File: src/rtl/card_pkg.sv
// Shared card types and scoring helpers for the baccarat card dealer.
package card_pkg;

    typedef logic [3:0] rank_t;

    localparam rank_t RANK_EMPTY = 4'd0;
    localparam rank_t RANK_K     = 4'd13;
    localparam int    NUM_RANKS  = 13;

    // Baccarat value of a rank: A-9 count face value, 10-K and empty count 0.
    function automatic logic [3:0] card_value(input rank_t rank);
        return (rank >= 4'd1 && rank <= 4'd9) ? rank : 4'd0;
    endfunction

    function automatic logic [3:0] mod10_sum3(input logic [3:0] a,
                                              input logic [3:0] b,
                                              input logic [3:0] c);
        logic [4:0] sum;
        sum = {1'b0, a} + {1'b0, b} + {1'b0, c};
        if (sum >= 5'd20) begin
            sum = sum - 5'd20;
        end else if (sum >= 5'd10) begin
            sum = sum - 5'd10;
        end
        return sum[3:0];
    endfunction

endpackage

File: src/rtl/card_lfsr.sv
// Free-running 8-bit Galois LFSR, x^8+x^6+x^5+x^4+1, restarting from SEED on reset.
module card_lfsr #(
    parameter logic [7:0] SEED = 8'hA5
) (
    input  logic       slow_clock,
    input  logic       reset,
    output logic [7:0] q
);

    localparam logic [7:0] TAPS = 8'hB8;

    logic [7:0] lfsr_q;
    logic [7:0] lfsr_d;

    always_comb begin
        lfsr_d = {1'b0, lfsr_q[7:1]};
        if (lfsr_q[0]) begin
            lfsr_d = lfsr_d ^ TAPS;
        end
    end

    // NOTE: non-blocking assignments so every flop samples pre-edge values.
    always_ff @(posedge slow_clock) begin
        if (reset) begin
            lfsr_q <= SEED;
        end else begin
            lfsr_q <= lfsr_d;
        end
    end

    assign q = lfsr_q;

endmodule

File: src/rtl/card_dealer.sv
// Draws cards into six slots on the controller's load strobes and scores both hands.
// CARD_DEALER_SHOE_TRACK_EN selects a finite shoe; otherwise cards are drawn with replacement.
module card_dealer
    import card_pkg::*;
#(
    parameter int         NUM_DECKS = 1,
    parameter logic [7:0] LFSR_SEED = 8'hA5
) (
    input  logic       slow_clock,
    input  logic       reset,
    input  logic       load_pcard1,
    input  logic       load_pcard2,
    input  logic       load_pcard3,
    input  logic       load_dcard1,
    input  logic       load_dcard2,
    input  logic       load_dcard3,
    output rank_t      pcard1,
    output rank_t      pcard2,
    output rank_t      pcard3_rank,
    output rank_t      dcard1,
    output rank_t      dcard2,
    output rank_t      dcard3,
    output logic [3:0] pscore,
    output logic [3:0] dscore,
    output logic [3:0] pcard3,
    output logic [7:0] cards_left,
    output logic       reshuffled
);

    localparam logic [7:0] SHOE_SIZE = 8'(52 * NUM_DECKS);

    logic [7:0] lfsr;
    logic [3:0] cand;
    logic       any_load;
    rank_t      draw_rank;

    rank_t pcard1_q, pcard2_q, pcard3_q, dcard1_q, dcard2_q, dcard3_q;
    rank_t pcard1_d, pcard2_d, pcard3_d, dcard1_d, dcard2_d, dcard3_d;

    card_lfsr #(.SEED(LFSR_SEED)) u_lfsr (
        .slow_clock(slow_clock),
        .reset     (reset),
        .q         (lfsr)
    );

    assign any_load = load_pcard1 | load_pcard2 | load_pcard3 |
                      load_dcard1 | load_dcard2 | load_dcard3;
    assign cand     = 4'(lfsr % 8'd13);

`ifdef CARD_DEALER_SHOE_TRACK_EN
    localparam logic [4:0] PER_RANK = 5'(4 * NUM_DECKS);

    logic [4:0] count_q [NUM_RANKS];
    logic [4:0] count_d [NUM_RANKS];
    logic [4:0] avail   [NUM_RANKS];
    logic [7:0] cards_left_q, cards_left_d;
    logic       reshuffled_q;
    logic       refill;
    logic       found;
    logic [3:0] pick;
    logic [3:0] scan_idx;
    logic [4:0] scan_sum;

    // An empty shoe is refilled and drawn from on the same edge.
    always_comb begin
        refill   = any_load && (cards_left_q == 8'd0);
        pick     = cand;
        found    = 1'b0;
        scan_sum = 5'd0;
        scan_idx = cand;
        for (int r = 0; r < NUM_RANKS; r++) begin
            avail[r] = refill ? PER_RANK : count_q[r];
        end
        for (int off = 0; off < NUM_RANKS; off++) begin
            scan_sum = 5'(cand) + 5'(off);
            scan_idx = (scan_sum >= 5'd13) ? 4'(scan_sum - 5'd13) : scan_sum[3:0];
            if (!found && avail[scan_idx] != 5'd0) begin
                pick  = scan_idx;
                found = 1'b1;
            end
        end
        count_d      = avail;
        cards_left_d = cards_left_q;
        if (any_load) begin
            count_d[pick] = avail[pick] - 5'd1;
            cards_left_d  = (refill ? SHOE_SIZE : cards_left_q) - 8'd1;
        end
    end

    // NOTE: the rank counters are plain flops and must be reset so a reset refills the shoe.
    always_ff @(posedge slow_clock) begin
        if (reset) begin
            for (int r = 0; r < NUM_RANKS; r++) begin
                count_q[r] <= PER_RANK;
            end
            cards_left_q <= SHOE_SIZE;
            reshuffled_q <= 1'b0;
        end else begin
            count_q      <= count_d;
            cards_left_q <= cards_left_d;
            reshuffled_q <= refill;
        end
    end

    assign draw_rank  = pick + 4'd1;
    assign cards_left = cards_left_q;
    assign reshuffled = reshuffled_q;
`else
    assign draw_rank  = cand + 4'd1;
    assign cards_left = SHOE_SIZE;
    assign reshuffled = 1'b0;
`endif

    // NOTE: hold values are assigned first so no path through always_comb infers a latch.
    always_comb begin
        pcard1_d = pcard1_q;
        pcard2_d = pcard2_q;
        pcard3_d = pcard3_q;
        dcard1_d = dcard1_q;
        dcard2_d = dcard2_q;
        dcard3_d = dcard3_q;
        if (load_pcard1) begin
            pcard1_d = draw_rank;
            pcard2_d = RANK_EMPTY;
            pcard3_d = RANK_EMPTY;
            dcard1_d = RANK_EMPTY;
            dcard2_d = RANK_EMPTY;
            dcard3_d = RANK_EMPTY;
        end else if (load_pcard2) begin
            pcard2_d = draw_rank;
        end else if (load_pcard3) begin
            pcard3_d = draw_rank;
        end else if (load_dcard1) begin
            dcard1_d = draw_rank;
        end else if (load_dcard2) begin
            dcard2_d = draw_rank;
        end else if (load_dcard3) begin
            dcard3_d = draw_rank;
        end
    end

    always_ff @(posedge slow_clock) begin
        if (reset) begin
            pcard1_q <= RANK_EMPTY;
            pcard2_q <= RANK_EMPTY;
            pcard3_q <= RANK_EMPTY;
            dcard1_q <= RANK_EMPTY;
            dcard2_q <= RANK_EMPTY;
            dcard3_q <= RANK_EMPTY;
        end else begin
            pcard1_q <= pcard1_d;
            pcard2_q <= pcard2_d;
            pcard3_q <= pcard3_d;
            dcard1_q <= dcard1_d;
            dcard2_q <= dcard2_d;
            dcard3_q <= dcard3_d;
        end
    end

    assign pcard1      = pcard1_q;
    assign pcard2      = pcard2_q;
    assign pcard3_rank = pcard3_q;
    assign dcard1      = dcard1_q;
    assign dcard2      = dcard2_q;
    assign dcard3      = dcard3_q;

    assign pscore = mod10_sum3(card_value(pcard1_q), card_value(pcard2_q), card_value(pcard3_q));
    assign dscore = mod10_sum3(card_value(dcard1_q), card_value(dcard2_q), card_value(dcard3_q));
    assign pcard3 = card_value(pcard3_q);

endmodule
File: config.mk
export PLATFORM = sky130hd
export DESIGN_NAME = card_dealer
export DESIGN_NICKNAME = d
export VERILOG_FILES = /design/src/rtl/card_pkg.sv /design/src/rtl/card_lfsr.sv /design/src/rtl/card_dealer.sv
export SDC_FILE = /design/constraint.sdc
export NUM_CORES = 1
export LEC_CHECK = 0
export ABC_AREA = 1
export CAP_MARGIN = 15
export CORE_UTILIZATION = 30
export DETAILED_ROUTE_END_ITERATION = 7
export DONT_BUFFER_PORTS = 1
export HOLD_SLACK_MARGIN = 0.15
export PLACE_DENSITY = 0.45
export SLEW_MARGIN = 0
export SYNTH_ARGS = -nofsm -noshare
export SYNTH_HDL_FRONTEND = slang
export SYNTH_SLANG_ARGS = --single-unit
File: constraint.sdc
create_clock -name slow_clock -period 5.8 [get_ports slow_clock]
set_input_delay 0.87 -clock slow_clock [delete_from_list [all_inputs] [get_ports slow_clock]]
set_output_delay 0.87 -clock slow_clock [all_outputs]
set_load 0.02 [all_outputs]
# After elaboration in Yosys (flattened, before gate mapping)
# Cells that the tools add are included.
dict set report op_classes {
  addsub 9
  div_mod_pow 1
  n_lt_le_gt_ge 16
  mux 11
  bitwise 5
  reduce_logical 11
}
# op count
set op_table {}
lappend op_table {{$mux W4} 10}
lappend op_table {{$ge A4 B1 Y1 const B} 6}
lappend op_table {{$le A4 B4 Y1 const B} 6}
lappend op_table {{$add A4 B4 Y5} 2}
lappend op_table {{$add A5 B4 Y5} 2}
lappend op_table {{$ge A5 B4 Y1 const B} 2}
lappend op_table {{$ge A5 B5 Y1 const B} 2}
lappend op_table {{$mod A8 B4 Y8 const B} 1}
lappend op_table {{$mux W8} 1}
lappend op_table {{$sub A4 B3 Y4 const B} 2}
lappend op_table {{$sub A4 B4 Y4 const B} 2}
lappend op_table {{$logic_and A1 B1 Y1} 6}
lappend op_table {{$reduce_and A5 Y1} 1}
lappend op_table {{$add A4 B1 Y4 const B} 1}
lappend op_table {{$not A1 Y1} 4}
lappend op_table {{$not A3 Y4} 1}
lappend op_table {{$reduce_and A4 Y1} 1}
lappend op_table {{$reduce_and A3 Y1} 1}
lappend op_table {{$reduce_and A2 Y1} 1}
lappend op_table {{$reduce_or A2 Y1} 1}
dict set report totals {
  register_bits 32
  inputBits 8
  out_inout_bits 45
  elab_cells 60
}

# Logic depth before layout (Yosys ltp)
# Gate-level depths: netlist of run 1.
dict set report depth {
  ltp_word 8
  ltp_mapped 33
  ltp_nobuf 33
}

# Cells and area by module
# A second synthesis of run 1 with hierarchy kept.
dict set report hier_totals {
  cells_unflattened 433
  area_unflattened_um2 2919.0
}
# mod instances cells_per_inst area_per_inst_um2 seq_area_each_um2
set by_module_without_submodules {}
lappend by_module_without_submodules {card_dealer 1 399 2636.3 480.5}
lappend by_module_without_submodules {card_lfsr 1 34 282.8 160.2}

# Worst setup path after synthesis of run 1
# Ideal clock, no wire load.
dict set report synth_path {
  path_type {reg2out}
  start {register pcard3_q[1], in the netlist pcard3_rank[1]}
  end {output pscore[3]}
  arrival_ns 3.499
  required_time_ns 4.930
  setup_slack_ns 1.431
  path_stages_with_launch 15
  path_buffers 0
  path_cell_list {dfxtp_1 -> nor2_1 -> inv_1 -> nor2_1 -> o21a_1 -> fa_1 -> ha_1 -> fa_1 -> xnor2_1 -> ha_1 -> nand3_1 -> nand3_1 -> nand2_1 -> o21ai_0 -> o21ai_0}
}
dict set report synth_between {
  elab_chain_len 7
  word_cells_on_any_way 11
  cone_classes {add/sub: 3; order compare: 4; mux: 3; reduce/logical: 1}
}
# item line_no
set synth_rtl {}
lappend synth_rtl {{start, declared} card_dealer.sv:37} ;# rank_t pcard1_q, pcard2_q, pcard3_q, dcard1_q, dcard2_q, dcard3_q;
lappend synth_rtl {{start signal, assigned} card_dealer.sv:153} ;# pcard3_q <= pcard3_d;
lappend synth_rtl {{$ge A4 B1 Y1 or $le A4 B4 Y1 (tied branches)} n/a}
lappend synth_rtl {{$logic_and A1 B1 Y1 *} n/a}
lappend synth_rtl {{$mux W4 *} n/a}
lappend synth_rtl {{net pcard3[3]} card_dealer.sv:25} ;# output logic [3:0] pcard3,
lappend synth_rtl {{$add A5 B4 Y5 *} card_pkg.sv:19} ;# sum = {1'b0, a} + {1'b0, b} + {1'b0, c};
lappend synth_rtl {{$sub A4 B4 Y4 or $ge A5 B4 Y1 (tied branches)} {card_pkg.sv:23, card_pkg.sv:22}}
lappend synth_rtl {{$mux W4} card_pkg.sv:22} ;# end else if (sum >= 5'd10) begin
lappend synth_rtl {{$mux W4 *} card_pkg.sv:20} ;# if (sum >= 5'd20) begin
lappend synth_rtl {{end, declared} card_dealer.sv:23} ;# output logic [3:0] pscore,
# The timed path passes the listed nets; every way through them passes the cells marked *.

# Worst setup path in the final report of run 1
# Ends and elaborated chain as after synthesis.

==> results of run 1 <==
-- final timing paths --
| check | startpoint | end | slack [ns] | depth (start not counted) |
|---|---|---|---|---|
| hold reg to reg | u_lfsr.q[7]$_SDFF_PP1_ | u_lfsr.q[6]$_SDFF_PP0_ | 0.52 | 2 |
| setup reg to reg | u_lfsr.q[6]$_SDFF_PP0_ | dcard3[2]$_SDFFE_PP0P_ | 2.01 | 30 |
| setup / recovery | pcard3_rank[1]$_SDFFE_PP0P_ | pscore[3] | 0.85 | 14 |
| hold / removal | u_lfsr.q[7]$_SDFF_PP1_ | u_lfsr.q[6]$_SDFF_PP0_ | 0.52 | 2 |
-- per-stage QoR --
stage	std cells	cell area [sq um]	utilization, %	total power [mW]	hold slack [ns]
finish	534	3020	32.8	1.20	0.521
global route	534	3020	32.8	1.33	0.576
CTS	534	3020	32.8	1.21	0.525
detailed placement	526	2930	31.8	1.02	0.509
global placement	526	2930	31.8	1.02	0.508
floorplan	425	2860	-	0.882	0.481
-- state kept, by name (all words and copies together) (netlist names) --
name,count
pcard1,4
pcard3_rank,4
u_lfsr.q,8
dcard2,4
dcard3,4
dcard1,4
pcard2,4
-- metal layers --
layer / vias to the layer above / share of wire, %
met5: - / 0
met4: 0 / 0.90
met3: 6 / 4.6
met2: 38 / 45
met1: 1102 / 50
li1: 1304 / -
-- synth_stat cells (all sizes together) (2+ instances only) --
cell      n
conb      2
nand2   108
o22ai     2
inv      91
nand4     5
fa       10
ha       15
xnor2     4
nor3      2
nor2     23
a21oi    20
o211ai   11
o21ai    23
dfxtp    32
xor2      5
nand3    49
buf      10
-- kinds of logic (layout without fill, tap and decap cells) --
kind of cell               Yosys count  count (layout)  share of synthesized area [%]
AOI/OAI and AO/OA                   59              59                           12.1
xor gates and xnor gates             9               9                           2.78
adders and majority gates           25              25                           13.7
buffers and inverters              103             101                           14.9
DFF                                 32              32                           22.6
other                                2               9                          0.265
and+or+nand+nor                    188             188                           33.6
-- worst reg2reg max path: cells and delay by family (launching register included) --
| family | cells | cell delay, ns |
|---|---|---|
| simple gates | 22 | 2.33 |
| flops | 1 | 0.44 |
| fa+ha+maj | 2 | 0.40 |
| compound gates | 2 | 0.31 |
| buf+inv | 4 | 0.28 |
-- layout make-up --
| class | count | area (sq um) | area share (%) |
|---|---|---|---|
| inverter | 92 | 345 | 11.4 |
| timing repair buffer | 1 | 7.51 | 0.249 |
| sequential | 32 | 641 | 21.2 |
| multi-input combinational | 290 | 1790 | 59.5 |
| clock buffer | 8 | 90.1 | 2.99 |
| tap | 111 | 139 | 4.60 |
-- power by group through the flow --
stage,registers (mW),logic (mW),clock network [mW]
2_1_floorplan,0.286,0.597,0
3_3_place_gp,0.296,0.721,0
3_5_place_dp,0.297,0.726,0
4_1_cts,0.291,0.729,0.189
5_1_grt,0.296,0.828,0.201
6_report,0.291,0.723,0.182
==> flow_metrics.py, run 1 <==
metrics = {
    "status": {
        "result_of_the_run": "complete, no violations",
    },
    "synth": {
        "syn_inst": 418,
        "synth.yosys.warnings": 0,
        "ys_async_sr_fraction_pct": 0,
        "yosysSeqAreaShare_pct": 22.6,
        "synth_top_flop_cell": "dfxtp_1",
        "netlist.area_leader.share_pct": 22.6,
        "post_synthesis_register_bit_count": 32,
        "post_synth_instance_area_sq_mm": 0.00283,
        "post-synth-top-area-cell": "dfxtp_1",
        "yosys.cell_types.count": 31,
        "avg_cell_area_syn_sq_um": 6.77,
        "edff_count_synth": 0,
        "synth_area_leaders": "dfxtp_1, inv_1, nand2_1",
    },
    "detailed_routing": {
        "route.detailed.vias_per_inst": 4.59,
        "detail-route-antenna-nets": 0,
        "initialDrtViolationCount": 65,
        "postRouteWirelength_um": 6520,
        "wl_per_cell_um": 12.2,
        "detailroute.via_count": 2450,
        "drt_pre_antenna_iters": 4,
        "drc": 0,
    },
    "timing": {
        "finalSetupViolations": 0,
        "slew_headroom_pct": 57.3,
        "finalSetupTns_ns": 0,
        "final.setup_skew_ns": 0.00365,
        "max_freq_mhz": 202,
        "rsz0062_at_grt": "false",
        "finalMaxSlewViolations": 0,
        "final-hold-violation-count": 0,
        "tightest_slew_ns": 0.634,
        "timing.final.crit_period_ns": 4.95,
        "finalWorstSetupSlack_ns": 0.855,
        "period_utilization_post_route_pct": 85.3,
    },
    "global_route": {
        "grt_remaining_overflow": 0,
        "top_usage_layer": "met2",
        "grt_use_met3_pct": 3.79,
        "global_route.usage.met2_pct": 23.9,
        "grt_use_met1_pct": 18.2,
        "globalRouteTotalUtil_pct": 14.2,
        "grt_antenna_before_repair": 0,
        "grt_pass1_wl_um": 11200,
        "pin_count_of_the_biggest_net_entering_global_routing": 17,
        "number_of_global_route_vias_before_repair": 2360,
    },
    "finish": {
        "fill_cells": 1002,
        "drive_above_1_share_pct": 11.8,
        "layout_commonest_cell": "inv_1",
        "layout_common_cells": "inv_1, nand2_1, nand3_1",
        "finalNetCount": 455,
        "num_antenna_cells": 0,
        "area_growth_syn_to_layout_pct": 6.59,
    },
    "floorplan": {
        "fp.dieArea_sq_mm": 0.00983,
        "floorplan_die_height_um": 99.1,
        "initial_utilization_pct": 30.8,
        "num_io_pins": 53,
        "die_wd_um": 99.1,
        "placeableCoreArea_sq_mm": 0.00920,
        "fp-row-count": 35,
    },
    "clock_network": {
        "total_clock_sinks": 32,
        "cts.clk_slew.worst_paths_ns": 0.07,
        "clock_tree.buffer_depth": 2,
        "cts_tree": "built",
        "postCtsHoldBufs": 0,
        "cts_repair_resize_count": 0,
        "post_cts_buffers": 0,
        "clkLatencyLatePin_ns": 0.28,
        "cts_inserted_buffers": 5,
        "clock-root-buffer": "clkbuf_8",
        "cts_max_level": 2,
    },
    "place": {
        "io_buffer_count": 0,
        "gp_routability_congestion": 0.742,
        "dp_hpwl_um": 5240,
        "placement.setup.worst_slack_ns": 1.15,
    },
    "setup_path": {
        "slowest_delay_ns": 0.52,
        "cp_max_fo": 4,
        "cp_data_arrival_time_ns": 4.08,
        "worstSetupPathType": "reg2out",
        "cp-start-kind": "flop",
        "crit_buf_inv": 1,
        "required_ns": 4.93,
        "timing.critical_path.max_delay_family": "adder cells",
        "slowest_stage": "o21ai_0",
        "worstPathCellList": "nor2_1 > inv_1 > nor2_1 > o21a_1 > fa_1 > ha_1 > fa_1 > xnor2_1 > ha_1 > nand3_1 > nand3_1 > nand2_1 > o21ai_0 > o21ai_0",
        "end_kind": "primary output",
    },
    "worst_hold_path": {
        "hold_class": "reg2reg",
    },
    "power": {
        "internal_power_mw": 0.557,
        "proportion_of_power_drawn_by_flip_flops_and_latches_pct": 24.3,
        "cellLeakagePower_nw": 1.66,
        "share_comb_of_total_power_pct": 60.5,
        "pwr_density_cell_mw_per_mm2": 397,
        "clkPwrFrac_pct": 15.2,
        "vdd_ir_drop_max_mv": 0.143,
        "netSwitchingFraction_pct": 53.5,
        "switchingPower_mw": 0.640,
    },
    "run": {
        "drv.max_cap_violation_count": 0,
    },
}
No activity file was read; power rests on OpenSTA's default activity.
==> run 2, diff against run 1 <==
- REMOVE_ABC_BUFFERS: not set -> 1
==> flow_metrics.py, run 2 (synthesis results as in run 1) <==
metrics = {
    "power": {
        "vdd_ir_drop_max_mv": 0.142,
        "cellLeakagePower_nw": 1.66,
        "total_power_mw": 1.19,
        "pwr_density_cell_mw_per_mm2": 396,
    },
    "floorplan": {
        "placeableCoreArea_sq_mm": 0.00920,
        "num_io_pins": 53,
        "initial_utilization_pct": 30.8,
        "fp.dieArea_sq_mm": 0.00983,
        "floorplan_die_height_um": 99.1,
        "die_wd_um": 99.1,
        "fp-row-count": 35,
    },
    "clock_network": {
        "postCtsHoldBufs": 0,
        "cts_repair_resize_count": 0,
        "cts_inserted_buffers": 5,
        "cts_max_level": 2,
        "cts_tree": "built",
        "cts.clk_slew.worst_paths_ns": 0.06,
        "post_cts_buffers": 0,
        "clock_tree.buffer_depth": 2,
        "clock-root-buffer": "clkbuf_8",
        "total_clock_sinks": 32,
        "clkLatencyLatePin_ns": 0.28,
    },
    "global_route": {
        "grt_pass1_wl_um": 10900,
        "globalRouteTotalUtil_pct": 13.8,
        "grt_antenna_before_repair": 0,
        "grt_remaining_overflow": 0,
        "pin_count_of_the_biggest_net_entering_global_routing": 17,
        "number_of_global_route_vias_before_repair": 2299,
    },
    "finish": {
        "final_cell_count_no_fill": 532,
        "finalNetCount": 454,
        "layout_commonest_cell": "inv_1",
        "fill_cells": 1017,
        "drive_above_1_share_pct": 11.9,
        "area_growth_syn_to_layout_pct": 6.54,
        "utilization_after_layout_pct": 32.8,
        "num_antenna_cells": 0,
        "finish.instance_area_sq_mm": 0.00302,
        "layout_common_cells": "inv_1, nand2_1, nand3_1",
        "multi_input_gate_area_sq_mm": 0.00179,
        "seq_area_sq_um": 641,
        "largest_reg_flops": 8,
    },
    "timing": {
        "finalWorstSetupSlack_ns": 0.876,
        "max_freq_mhz": 203,
        "finalSetupViolations": 0,
        "final-hold-violation-count": 0,
        "finalSetupTns_ns": 0,
        "fin_hold_ws_ns": 0.528,
        "slew_headroom_pct": 26.6,
        "timing.final.crit_period_ns": 4.92,
        "tightest_slew_ns": 1.10,
        "period_utilization_post_route_pct": 84.9,
        "final.setup_skew_ns": 0.00239,
        "finalMaxSlewViolations": 0,
        "rsz0062_at_grt": "false",
    },
    "place": {
        "placement.setup.worst_slack_ns": 1.15,
        "io_buffer_count": 0,
        "gp_routability_congestion": 0.766,
        "place_inst": 525,
        "dp_hpwl_um": 5430,
        "post_dp_cell_area_sq_mm": 0.00292,
    },
    "detailed_routing": {
        "drt_pre_antenna_iters": 4,
        "initialDrtViolationCount": 76,
        "route.detailed.vias_per_inst": 4.66,
        "detail-route-antenna-nets": 0,
        "postRouteWirelength_um": 6540,
        "wl_per_cell_um": 12.3,
        "detailroute.via_count": 2480,
        "drc": 0,
    },
    "setup_path": {
        "cp-start-kind": "flop",
        "required_ns": 4.93,
        "worstPathCellList": "nor2_1 > inv_1 > nor2_1 > o21a_1 > fa_1 > ha_1 > fa_1 > xnor2_1 > ha_1 > nand3_1 > nand3_1 > nand2_1 > o21ai_0 > o21ai_0",
        "end_kind": "primary output",
        "slowest_delay_ns": 0.52,
        "cp_data_arrival_time_ns": 4.05,
        "cp_max_fo": 4,
        "worstSetupPathType": "reg2out",
        "slowest_stage": "o21ai_0",
    },
    "run": {
        "drv.max_cap_violation_count": 0,
    },
    "worst_hold_path": {
        "hold_class": "reg2reg",
    },
    "status": {
        "result_of_the_run": "complete, no violations",
    },
}
==> run 2: critical path: cells and delay by family (launching register included) <==
| family | cells | cell delay, ns |
|---|---|---|
| AO/OA/AOI/OAI | 3 | 0.98 |
| XOR/XNOR | 1 | 0.17 |
| adder cells (fa/ha/maj) | 4 | 1.28 |
| buffers and inverters | 1 | 0.08 |
| flip-flops | 1 | 0.40 |
| AND/OR/NAND/NOR | 5 | 0.87 |
==> run 2: power by group <==
group	total (mW)	switching [mW]	leakage, nW	internal [mW]
sequential	0.291	0.0491	0.262	0.242
clock	0.182	0.0767	0.0503	0.106
combinational	0.720	0.501	1.35	0.219
total	1.19	0.627	1.66	0.567
==> run 2: per-layer routing <==
metal | track usage, % | share of wire (%)
met4 | 3.28 | 1.1
met2 | 22.5 | 46
met3 | 3.51 | 5.3
met1 | 18.4 | 48
met5 | 0 | 0
==> run 2: final cells by class <==
class / count / share of cell area [%]
flip-flops and latches: 32 / 21.2
multi-input cells: 290 / 59.5
inverters: 92 / 11.5
well taps: 111 / 4.61
clock buffers: 7 / 3.20
==> run 2: final timing paths <==
path,start,to,slack (ns),cells past startpoint
max,pcard3_rank[1]$_SDFFE_PP0P_,pscore[3],0.88,14
min,u_lfsr.q[7]$_SDFF_PP1_,u_lfsr.q[6]$_SDFF_PP0_,0.53,2
max reg2reg,u_lfsr.q[6]$_SDFF_PP0_,pcard3_rank[2]$_SDFFE_PP0P_,2.00,30
min reg2reg,u_lfsr.q[7]$_SDFF_PP1_,u_lfsr.q[6]$_SDFF_PP0_,0.53,2
